<file path="config.mk">
export PLATFORM = sky130hd
export DESIGN_NAME = uart_tx_feeder
export DESIGN_NICKNAME = d
export VERILOG_FILES = /design/src/rtl/uart_pkg.sv /design/src/rtl/uart_byte_fifo.sv /design/src/rtl/uart_tx_feeder.sv
export SDC_FILE = /design/constraint.sdc
export NUM_CORES = 1
export LEC_CHECK = 0
export ABC_AREA = 0
export CAP_MARGIN = 10
export CORE_MARGIN = 1.5
export CORE_UTILIZATION = 55
export DETAILED_ROUTE_END_ITERATION = 8
export PLACE_DENSITY_LB_ADDON = 0.05
export SYNTH_ARGS = -nofsm -noshare
export SYNTH_HDL_FRONTEND = slang
export SYNTH_SLANG_ARGS = --single-unit
</file>
<file path="constraint.sdc">
create_clock -name clk -period 4.2 [get_ports clk]
set_clock_uncertainty 0.15 [all_clocks]
set_input_delay 0.42 -clock clk [delete_from_list [all_inputs] [get_ports clk]]
set_output_delay 0.42 -clock clk [all_outputs]
set_load 0.005 [all_outputs]
</file>
<file path="src/rtl/uart_pkg.sv">
// uart_pkg: definitions shared by the UART transmit feeder and its byte FIFO.
//   state_e           - feeder FSM states (IDLE, LOAD, WAIT)
//   BYTE_W            - width of one UART data byte
//   FRAME_CLKS_9600   - clocks per 10-bit frame at 9600 baud from a 100 MHz clock
//   FRAME_CLKS_115200 - clocks per 10-bit frame at 115200 baud from a 100 MHz clock
package uart_pkg;

  localparam int unsigned BYTE_W            = 8;
  localparam int unsigned FRAME_CLKS_9600   = 104170;
  localparam int unsigned FRAME_CLKS_115200 = 8680;

  typedef enum logic [1:0] {
    IDLE = 2'd0,
    LOAD = 2'd1,
    WAIT = 2'd2
  } state_e;

endpackage

</file>
<file path="src/rtl/uart_byte_fifo.sv">
// uart_byte_fifo: synchronous byte FIFO with registered full/empty flags.
// Ports:
//   clk, n_rst       - rising-edge clock, asynchronous active-low reset
//   wr_en, wr_data   - push request and byte; ignored while full
//   rd_en, rd_data   - pop request and head byte (rd_data is the current head)
//   full, empty      - registered occupancy flags, updated with count
//   count            - registered occupancy, log2(DEPTH)+1 bits
module uart_byte_fifo
  import uart_pkg::*;
#(
  parameter int unsigned DEPTH = 16
) (
  input  logic                      clk,
  input  logic                      n_rst,
  input  logic                      wr_en,
  input  logic [BYTE_W-1:0]         wr_data,
  input  logic                      rd_en,
  output logic [BYTE_W-1:0]         rd_data,
  output logic                      full,
  output logic                      empty,
  output logic [$clog2(DEPTH):0]    count
);

  localparam int unsigned AW = $clog2(DEPTH);
  localparam int unsigned CW = AW + 1;

  logic [BYTE_W-1:0] mem_q [DEPTH];
  logic [AW-1:0]     wr_ptr_q, wr_ptr_d;
  logic [AW-1:0]     rd_ptr_q, rd_ptr_d;
  logic [CW-1:0]     count_q, count_d;
  logic              full_q, full_d;
  logic              empty_q, empty_d;
  logic              wr_ok;
  logic              rd_ok;

  // Gating uses the registered flags, so a same-cycle pop never rescues a
  // write into a full FIFO.
  assign wr_ok = wr_en & ~full_q;
  assign rd_ok = rd_en & ~empty_q;

  always_comb begin
    wr_ptr_d = wr_ptr_q;
    rd_ptr_d = rd_ptr_q;
    count_d  = count_q;
    if (wr_ok) wr_ptr_d = wr_ptr_q + AW'(1);
    if (rd_ok) rd_ptr_d = rd_ptr_q + AW'(1);
    if (wr_ok && !rd_ok)      count_d = count_q + CW'(1);
    else if (!wr_ok && rd_ok) count_d = count_q - CW'(1);
    full_d  = (count_d == CW'(DEPTH));
    empty_d = (count_d == '0);
  end

  always_ff @(posedge clk or negedge n_rst) begin
    if (!n_rst) begin
      wr_ptr_q <= '0;
      rd_ptr_q <= '0;
      count_q  <= '0;
      full_q   <= 1'b0;
      empty_q  <= 1'b1;
    end else begin
      wr_ptr_q <= wr_ptr_d;
      rd_ptr_q <= rd_ptr_d;
      count_q  <= count_d;
      full_q   <= full_d;
      empty_q  <= empty_d;
    end
  end

  // Storage is not reset; the pointers alone define which entries are valid.
  always_ff @(posedge clk) begin
    if (wr_ok) mem_q[wr_ptr_q] <= wr_data;
  end

  assign rd_data = mem_q[rd_ptr_q];
  assign full    = full_q;
  assign empty   = empty_q;
  assign count   = count_q;

endmodule

</file>
<file path="src/rtl/uart_tx_feeder.sv">
// uart_tx_feeder: buffers host bytes and releases them to a UART transmitter
// one per frame, pulsing load and then waiting one full frame time because the
// UART has no busy indication.
// Ports:
//   clk, n_rst  - rising-edge clock, asynchronous active-low reset
//   sel         - baud select (0: FRAME_CLKS0, 1: FRAME_CLKS1), sampled at pop
//   wr_en       - host write strobe, wr_data the byte
//   full, empty - registered FIFO flags
//   ovf         - one-cycle pulse the cycle after a write is dropped
//   busy        - high while a frame is being loaded or timed
//   tx_data     - byte to the UART, held from pop until the next pop
//   load        - one-cycle load pulse to the UART
//   level       - registered FIFO occupancy (only with UART_TX_LEVEL_EN)
// Build option: define UART_TX_LEVEL_EN to add the level output.
module uart_tx_feeder
  import uart_pkg::*;
#(
  parameter int unsigned DEPTH       = 16,
  parameter int unsigned FRAME_CLKS0 = FRAME_CLKS_9600,
  parameter int unsigned FRAME_CLKS1 = FRAME_CLKS_115200,
  parameter int unsigned CNT_W       = 17
) (
  input  logic              clk,
  input  logic              n_rst,
  input  logic              sel,
  input  logic              wr_en,
  input  logic [BYTE_W-1:0] wr_data,
  output logic              full,
  output logic              empty,
  output logic              ovf,
  output logic              busy,
  output logic [BYTE_W-1:0] tx_data,
  output logic              load
`ifdef UART_TX_LEVEL_EN
  ,
  output logic [$clog2(DEPTH):0] level
`endif
);

  localparam int unsigned CW = $clog2(DEPTH) + 1;

  state_e            state_q, state_d;
  logic [CNT_W-1:0]  cnt_q, cnt_d;
  logic [BYTE_W-1:0] tx_data_q, tx_data_d;
  logic              sel_q, sel_d;
  logic              load_q, load_d;
  logic              busy_q, busy_d;
  logic              ovf_q, ovf_d;

  logic              rd_en;
  logic [BYTE_W-1:0] fifo_rd_data;
  logic              fifo_full;
  logic              fifo_empty;
  logic [CW-1:0]     fifo_count;

  uart_byte_fifo #(
    .DEPTH (DEPTH)
  ) u_fifo (
    .clk     (clk),
    .n_rst   (n_rst),
    .wr_en   (wr_en),
    .wr_data (wr_data),
    .rd_en   (rd_en),
    .rd_data (fifo_rd_data),
    .full    (fifo_full),
    .empty   (fifo_empty),
    .count   (fifo_count)
  );

  // The counter is loaded with FRAME-2 and WAIT exits on the edge where it
  // reaches zero, so IDLE can pop again exactly FRAME cycles after the
  // previous pop (LOAD and the IDLE pop cycle account for the other two).
  always_comb begin
    state_d   = state_q;
    cnt_d     = cnt_q;
    tx_data_d = tx_data_q;
    sel_d     = sel_q;
    rd_en     = 1'b0;
    case (state_q)
      IDLE: begin
        cnt_d = '0;
        if (!fifo_empty) begin
          rd_en     = 1'b1;
          tx_data_d = fifo_rd_data;
          sel_d     = sel;
          state_d   = LOAD;
        end
      end
      LOAD: begin
        cnt_d   = (sel_q ? CNT_W'(FRAME_CLKS1) : CNT_W'(FRAME_CLKS0)) - CNT_W'(2);
        state_d = WAIT;
      end
      WAIT: begin
        if (cnt_q <= CNT_W'(1)) begin
          cnt_d   = '0;
          state_d = IDLE;
        end else begin
          cnt_d = cnt_q - CNT_W'(1);
        end
      end
      default: begin
        cnt_d   = '0;
        state_d = IDLE;
      end
    endcase
    load_d = (state_q == LOAD);
    busy_d = (state_d != IDLE);
    ovf_d  = wr_en & fifo_full;
  end

  always_ff @(posedge clk or negedge n_rst) begin
    if (!n_rst) begin
      state_q   <= IDLE;
      cnt_q     <= '0;
      tx_data_q <= '0;
      sel_q     <= 1'b0;
      load_q    <= 1'b0;
      busy_q    <= 1'b0;
      ovf_q     <= 1'b0;
    end else begin
      state_q   <= state_d;
      cnt_q     <= cnt_d;
      tx_data_q <= tx_data_d;
      sel_q     <= sel_d;
      load_q    <= load_d;
      busy_q    <= busy_d;
      ovf_q     <= ovf_d;
    end
  end

  assign full    = fifo_full;
  assign empty   = fifo_empty;
  assign ovf     = ovf_q;
  assign busy    = busy_q;
  assign tx_data = tx_data_q;
  assign load    = load_q;

`ifdef UART_TX_LEVEL_EN
  assign level = fifo_count;
`else
  logic unused_level;
  assign unused_level = ^fifo_count;
`endif

endmodule

</file>
==> flow_metrics.tcl, run 1 <==
set metrics [dict create \
    yosys.area_share.simple_pct 11.1 \
    cp.required_ps 4370 \
    grt_start_max_net_pins 68 \
    postRouteAntennaNets 0 \
    synth_compound_area_share_pct 5.29 \
    clk_pin_slew_ps 60 \
    root_buffer "clkbuf_16" \
    fin_util_pct 64.6 \
    vias_per_cell 5.63 \
    synth_xor_area_share_pct 2.75 \
    htreeDepth 4 \
    synthTopCellsByCount "edfxtp_1, mux2i_1, dfrtp_1" \
    initial_core_util_pct 57.1 \
    drt_first_pass_iters 4 \
    die_w_um 118 \
    fin_nets 560 \
    tightest_slew_ps 1200 \
    track_usage_pct 22.6 \
    vdd_drop_max_uv 381 \
    layout-drive-gt1-share_pct 9.49 \
    syn_to_final_growth_pct 13.0 \
    critPathBufInv 1 \
    start_kind "flip-flop" \
    synthDistinctLibCells 46 \
    critPathArrivalTime_ps 2690 \
    fin_crit_ps 2520 \
    slew_headroom_pct 19.7 \
    synth_top_area_share_pct 52.5 \
    drt-total-wl_um 14700 \
    fp.dieH_um 118 \
    synth.most_common_cell "edfxtp_1" \
    synthMuxAreaShare_pct 8.74 \
    crit_path_end_kind "flip-flop" \
    rsz0062_at_grt "false" \
    synth_area_leaders "edfxtp_1, dfrtp_1, mux2i_1" \
    crit_family "simple AND/OR/NAND/NOR gates" \
    path_cells "inv_1 -> ha_1 -> nor2b_1 -> nor2_1 -> a22oi_1 -> xnor2_1 -> nor4b_1" \
    leakage_uw 0.00314 \
    dieArea_um2 14000 \
    synth_area_um2 7330 \
    clk-insertion-delay-late_ps 430 \
    clkSinkCount 174 \
    clockBufferDepth 2 \
    hold_slack_ps 333 \
    cts_tree "yes" \
    antenna_cells 0 \
    yosysTopAreaCell "edfxtp_1" \
    hold_class "flip-flop to flip-flop" \
    yosys_warnings 0 \
    drt_iter0_drc 321 \
    gr-total-overflow 0 \
    synth_cells 509 \
    grt_first_pass_wirelength_um 23000 \
    drv_slew 0 \
    setup_viol 0 \
    cts_resized 0 \
    crit_type "flip-flop to flip-flop" \
    crit_path_top_delay_cell "nor2b_1" \
    avgSynthCellArea_um2 14.4 \
    synth_top_family_by_area "simple AND/OR/NAND/NOR gates" \
    gp_congestion 0.856 \
    num_rows 41 \
    place_hpwl_um 9580 \
    min_period_over_period_pct 60.0 \
    yosys.area_share.adder_pct 2.22 \
    synth_nets 534 \
    antenna_found_initial 0 \
    hold_viol 0 \
    fin_setup_tns_ps 0 \
    fmaxAchievable_mhz 397 \
    wl_per_cell_um 20.4 \
    ys_ff_latch 174 \
    io_pins 25 \
    seq_area_frac_synth_pct 68.2 \
    synth_edf_count 128 \
    placement.io_buffers 24 \
    async_flop_share_pct 26.4 \
    grt_pass1_vias 4124 \
    outcome "finished, final reports clean" \
    vias 4052 \
    maxCapViolations 0 \
    core_um2 12800 \
    synth_ff_type "edfxtp_1" \
    powerDensity_nw_per_um2 728 \
    max_stage_delay_ps 570 \
    numCtsBuffers 17 \
    drcViolationCount 0 \
    crit_fanout 10 \
]
## per-stage QoR
stage | total power (uW) | cells | setup WS [ps] | cell area, um2
6_report | 6030 | 720 | 1680 | 8280
5_1_grt | 6390 | 720 | 1400 | 8280
4_1_cts | 6060 | 719 | 1690 | 8270
3_5_place_dp | 4560 | 686 | 1430 | 7690
3_3_place_gp | 4500 | 686 | 1500 | 7690
2_1_floorplan | 3950 | 509 | 2230 | 7330
## where the power goes
group          total (uW)  internal (uW)  switching [uW]
clock                1500            832             664
sequential           2590           2170             412
combinational        1940            881            1060
## area by class of cell
| cell class | count | area [um2] |
|---|---|---|
| tap | 172 | 215 |
| inverter | 8 | 30.0 |
| clock buffer | 17 | 425 |
| multi-input combinational | 307 | 2200 |
| sequential | 174 | 5000 |
| timing repair buffer | 27 | 260 |
| clock inverter | 15 | 146 |
| fill | 942 | 4540 |
## flip-flops by register name (all words and copies together) (netlist names)
name,cells
state_q,2
load,1
sel_q,1
u_fifo.count,5
ovf,1
cnt_q,17
u_fifo.empty,1
u_fifo.full,1
u_fifo.wr_ptr_q,4
u_fifo.mem_q,128
tx_data,8
busy,1
u_fifo.rd_ptr_q,4
## cell families (layout without fill, tap and decap cells)
kind of cell / after synthesis / in the layout
multiplexers: 64 / 64
XOR/XNOR: 23 / 23
adder cells (fa/ha/maj): 13 / 13
AO/OA/AOI/OAI: 62 / 62
buffers and inverters: 28 / 67
AND/OR/NAND/NOR: 145 / 145
flip-flops: 174 / 174
## path summary, 6_finish.rpt
kind,start,to,slack (ps),cells past startpoint
max reg2reg,state_q[0],u_fifo.full,1680,7
min in group asynchronous,n_rst,cnt_q[0],470,3
max,state_q[0],u_fifo.full,1680,7
max in group asynchronous,n_rst,u_fifo.rd_ptr_q[0],2980,3
min,u_fifo.count[4],u_fifo.count[4],330,1
min reg2reg,u_fifo.count[4],u_fifo.count[4],330,1
## timing repair
action	4_1_cts	5_1_grt
hold buffers	1	0
setup buffers	0	0
hold endpoints to repair	45	0
## layout by cell type, fill, tap and decap left out, drive strengths merged, types with 16 or more instances in the layout
cell type	count
a21oi	19
a22oi	17
and2	18
clkbuf	17
clkdlybuf4s50	23
dfrtp	45
edfxtp	128
inv	16
mux2i	64
nand2	44
nand3	31
nor2	17
o21ai	18
xnor2	16
## layer usage
| metal | vias to the layer above | track usage, % | part of all wire (%) |
|---|---|---|---|
| met2 | 115 | 35.7 | 48 |
| met5 | - | 0 | 0 |
| met3 | 11 | 6.18 | 5.3 |
| met1 | 1983 | 30.6 | 45 |
| met4 | 0 | 7.68 | 1.5 |
| li1 | 1943 | - | - |
(Power assumes the default switching activity.)
==> run 2: changes to the inputs <==
clock period = 2.2 ns   (was 4.2 ns; I/O delays follow)
==> flow_metrics.tcl, run 2 (same netlist as run 1, synthesis figures left out) <==
set metrics [dict create \
    hold_class "primary input to asynchronous set/reset pin" \
    grt_start_max_net_pins 34 \
    gp_congestion 0.859 \
    dieArea_um2 14000 \
    critPathArrivalTime_ps 2270 \
    min_period_over_period_pct 94.3 \
    grt_first_pass_wirelength_um 24000 \
    clkSinkCount 174 \
    crit_family "simple AND/OR/NAND/NOR gates" \
    outcome "finished, final reports clean" \
    drv_slew 0 \
    vdd_drop_max_uv 720 \
    largest_reg_flops 128 \
    cts_tree "yes" \
    hold_slack_ps 131 \
    p_total_uw 12000 \
    top_layer "met4" \
    wl_met3_um 558 \
    path_cells "inv_1 -> ha_1 -> or3b_4 -> nor4_4 -> nand2_1 -> xor2_1 -> o21ai_1" \
    final_common_cell "edfxtp_1" \
    core_um2 12800 \
    regMostFlops "u_fifo.mem_q" \
    initial_core_util_pct 57.1 \
    crit_fanout 5 \
    clockBufferDepth 2 \
    hold_viol 0 \
    syn_to_final_growth_pct 18.4 \
    drt-total-wl_um 14900 \
    wl_met2_um 7100 \
    postRouteAntennaNets 0 \
    clk-insertion-delay-late_ps 430 \
    drt_iter0_drc 330 \
    critPathBufInv 1 \
    crit_path_top_delay_cell "or3b_4" \
    grt_pass1_vias 4273 \
    die_w_um 118 \
    crit_cells 7 \
    fmaxAchievable_mhz 482 \
    vias_per_cell 5.71 \
    r2r_cells 7 \
    clk_pin_slew_ps 60 \
    drt_first_pass_iters 6 \
    start_kind "flip-flop" \
    wl_per_cell_um 19.9 \
    vias 4284 \
    fp.dieH_um 118 \
    num_rows 41 \
    mostFrequentLayoutCells "edfxtp_1, mux2i_1, nand2_1, dfrtp_1, nand3_1" \
    crit_type "flip-flop to flip-flop" \
    max_stage_delay_ps 440 \
    placement.io_buffers 24 \
    powerDensity_nw_per_um2 1390 \
    drcViolationCount 0 \
    tightest_slew_ps 767 \
    antenna_cells 0 \
    antenna_found_initial 0 \
    fin_nets 590 \
    track_usage_pct 23.2 \
    io_pins 25 \
    maxCapViolations 0 \
    gr-total-overflow 0 \
    leakage_uw 0.00333 \
    wirelength_met1_um 6890 \
    htreeDepth 4 \
    slew_headroom_pct 48.7 \
    numCtsBuffers 17 \
    fin_crit_ps 2080 \
    cp.required_ps 2390 \
    place_hpwl_um 9970 \
    setup_viol 0 \
    root_buffer "clkbuf_16" \
    crit_path_end_kind "flip-flop" \
    layout-drive-gt1-share_pct 13.7 \
]
[run 2: metal layers]
| layer | GRT usage (%) | vias to the layer above |
|---|---|---|
| li1 | - | 2006 |
| met1 | 32.3 | 2136 |
| met2 | 35.9 | 117 |
| met3 | 4.73 | 25 |
| met4 | 9.56 | 0 |
| met5 | 0 | - |
[run 2: worst paths after layout]
kind / slack (ps) / end / start
setup / recovery: 120 / cnt_q[16] / cnt_q[1]
hold / removal: 130 / cnt_q[0] / n_rst
setup reg to reg: 120 / cnt_q[16] / cnt_q[1]
hold reg to reg: 330 / u_fifo.count[4] / u_fifo.count[4]
max in group asynchronous: 1110 / u_fifo.empty / n_rst
min in group clk: 200 / sel_q / sel
[run 2: stage by stage]
stage / utilization [%] / std cells / cell area (um2) / worst slack [ps] / TNS, ps
finish: 67.6 / 750 / 8670 / 124 / 0
global route: 67.6 / 750 / 8670 / -3.10 / -3.10
CTS: 67.4 / 749 / 8650 / 24.9 / 0
detailed placement: 62.8 / 716 / 8060 / -23.2 / -250
global placement: 62.8 / 716 / 8060 / 15.7 / 0
floorplan: - / 509 / 7330 / 226 / 0
[run 2: what timing repair did]
action                     in CTS  in global routing
resized for setup               0                  5
hold endpoints to repair       19                  0
setup buffers                   0                  1
hold buffers                    1                  0
setup endpoints to repair       0                 15
[run 2: layout make-up]
class | instances | area (um2)
sequential | 174 | 5000
clock buffer | 20 | 437
timing repair buffer | 57 | 623
clock inverter | 12 | 145
inverter | 8 | 30.0
fill | 915 | 4150
tap | 172 | 215
multi-input combinational | 307 | 2220
[run 2: worst reg2reg max path: cells and delay by family (launching register included)]
family | cells | cell delay, ps
xor gates and xnor gates | 1 | 150
buffers and inverters | 1 | 80
AOI/OAI and AO/OA | 1 | 140
and+or+nand+nor | 3 | 900
DFF | 1 | 390
adders and majority gates | 1 | 190
[run 2: power breakdown]
part           total, uW  internal [uW]  switching (uW)
logic               4430           2000            2430
registers           4650           4160             491
clock network       2950           1770            1170
==> run 3: changes to the inputs <==
CORE_ASPECT_RATIO = 2   (was not set)
CTS_CLUSTER_SIZE = 30   (was not set)
==> flow_metrics.tcl, run 3 (same netlist as run 1, synthesis figures left out) <==
set metrics [dict create \
    outcome "finished, final reports clean" \
    track_usage_pct 24.6 \
    root_buffer "clkbuf_16" \
    syn_to_final_growth_pct 19.8 \
    fin_nets 602 \
    hold_slack_ps 172 \
    clk_pin_slew_ps 70 \
    dieArea_um2 14100 \
    cts_tree "yes" \
    layout-drive-gt1-share_pct 16.6 \
    clkSinkCount 174 \
    critPathBufInv 1 \
    setup_viol 0 \
    critPathArrivalTime_ps 2270 \
    drt_iter0_drc 220 \
    place_hpwl_um 11700 \
    clk-insertion-delay-late_ps 420 \
    fp.dieH_um 166 \
    hold_class "primary input to asynchronous set/reset pin" \
    postRouteAntennaNets 0 \
    placement.io_buffers 24 \
    start_kind "flip-flop" \
    drt_first_pass_iters 5 \
    crit_path_end_kind "flip-flop" \
    largest_reg_flops 128 \
    vdd_drop_max_uv 1060 \
    hold_viol 0 \
    clockBufferDepth 2 \
    cp.required_ps 2350 \
    wl_per_cell_um 21.7 \
    initial_core_util_pct 56.4 \
    max_stage_delay_ps 590 \
    tightest_slew_ps 562 \
    antenna_cells 0 \
    powerDensity_nw_per_um2 1400 \
    core_um2 13000 \
    fin_crit_ps 2120 \
    min_period_over_period_pct 96.5 \
    vias_per_cell 5.79 \
    num_rows 59 \
    crit_fanout 6 \
    drt-total-wl_um 16100 \
    regToRegSetupSlack_ps 80 \
    crit_type "flip-flop to flip-flop" \
    io_pins 25 \
    slew_headroom_pct 62.5 \
    gp_congestion 0.890 \
    vias 4295 \
    drv_slew 0 \
    crit_cells 6 \
    final_common_cell "edfxtp_1" \
    rsz0062_at_grt "true" \
    r2r_cells 6 \
    htreeDepth 4 \
    multiInputGateArea_um2 2240 \
    grt_pass1_vias 4616 \
    gr-total-overflow 0 \
    antenna_found_initial 0 \
    fmaxAchievable_mhz 471 \
    leakage_uw 0.00341 \
    grt_start_max_net_pins 27 \
    regMostFlops "u_fifo.mem_q" \
    path_cells "or4_4 -> nor3_4 -> o2111ai_4 -> buf_4 -> a32oi_1 -> nor2_1" \
    maxCapViolations 0 \
    grt_first_pass_wirelength_um 25600 \
    numCtsBuffers 17 \
    drcViolationCount 0 \
    mostFrequentLayoutCells "edfxtp_1, mux2i_1, dfrtp_1, nand2_1, buf_4" \
    p_total_uw 12300 \
    fillers 934 \
    die_w_um 84.6 \
    crit_family "simple AND/OR/NAND/NOR gates" \
    crit_path_top_delay_cell "or4_4" \
    regArea_um2 5000 \
]
[run 3: changes by cell type in the layout (fill, tap and decap cells not counted), moves of 2 or more]
cell        previous run  this run
clkinv_4               2         0
clkbuf_1               3         0
clkinvlp_4             2         0
clkinv_8               0         5
bufinv_16              3         1
inv_6                  0         4
inv_8                  0         4
buf_4                 21        35
clkinv_1               2         0
clkinv_2               3         0
buf_12                11         9
[run 3: through the flow]
| step | worst slack, ps | cells | util [%] | TNS (ps) | instance area [um2] |
|---|---|---|---|---|---|
| after global placement | 68.5 | 707 | 62.2 | 0 | 8090 |
| after global routing | -13.3 | 742 | 67.6 | -13.3 | 8780 |
| after CTS | 24.3 | 740 | 67.2 | 0 | 8740 |
| after detailed placement | -56.0 | 707 | 62.2 | -56.0 | 8090 |
| final | 77.5 | 742 | 67.6 | 0 | 8780 |
| after floorplan | 226 | 509 | - | 0 | 7330 |
[run 3: report_power, final]
group          switching (uW)  total (uW)  leakage [uW]  internal [uW]
combinational            2490        4550       0.00136           2060
sequential                525        4670       0.00174           4150
clock                    1420        3090      0.000308           1670
[run 3: worst paths after layout]
check,start,to
min in group clk,sel,sel_q
setup / recovery,cnt_q[4],state_q[0]
setup reg to reg,cnt_q[4],state_q[0]
hold reg to reg,tx_data[7],tx_data[7]
hold / removal,n_rst,u_fifo.count[4]
max in group asynchronous,n_rst,u_fifo.rd_ptr_q[0]
[run 3: metal layers]
metal  global-route usage [%]  wire length, um  vias to the layer above
met1                     25.2             5430                     2151
met2                     48.1             9720                      100
li1                         -                -                     2018
met5                        0                0                        -
met3                     4.08              425                       26
met4                     9.61              541                        0
[run 3: area by class of cell]
class / instances / area share, %
Sequential cell: 174 / 56.9
Multi-Input combinational cell: 307 / 25.5
Timing Repair Buffer: 69 / 7.84
Clock buffer: 17 / 4.84
Clock inverter: 15 / 2.37
Tap cell: 152 / 2.17
Inverter: 8 / 0.342
[run 3: what timing repair did]
action,4_1_cts,5_1_grt
pin swaps,0,3
endpoints found under the setup margin,1,15
setup buffers,0,2
endpoints found under the hold margin,23,0
resized for setup,1,6
hold buffers,1,0
cloned,0,0
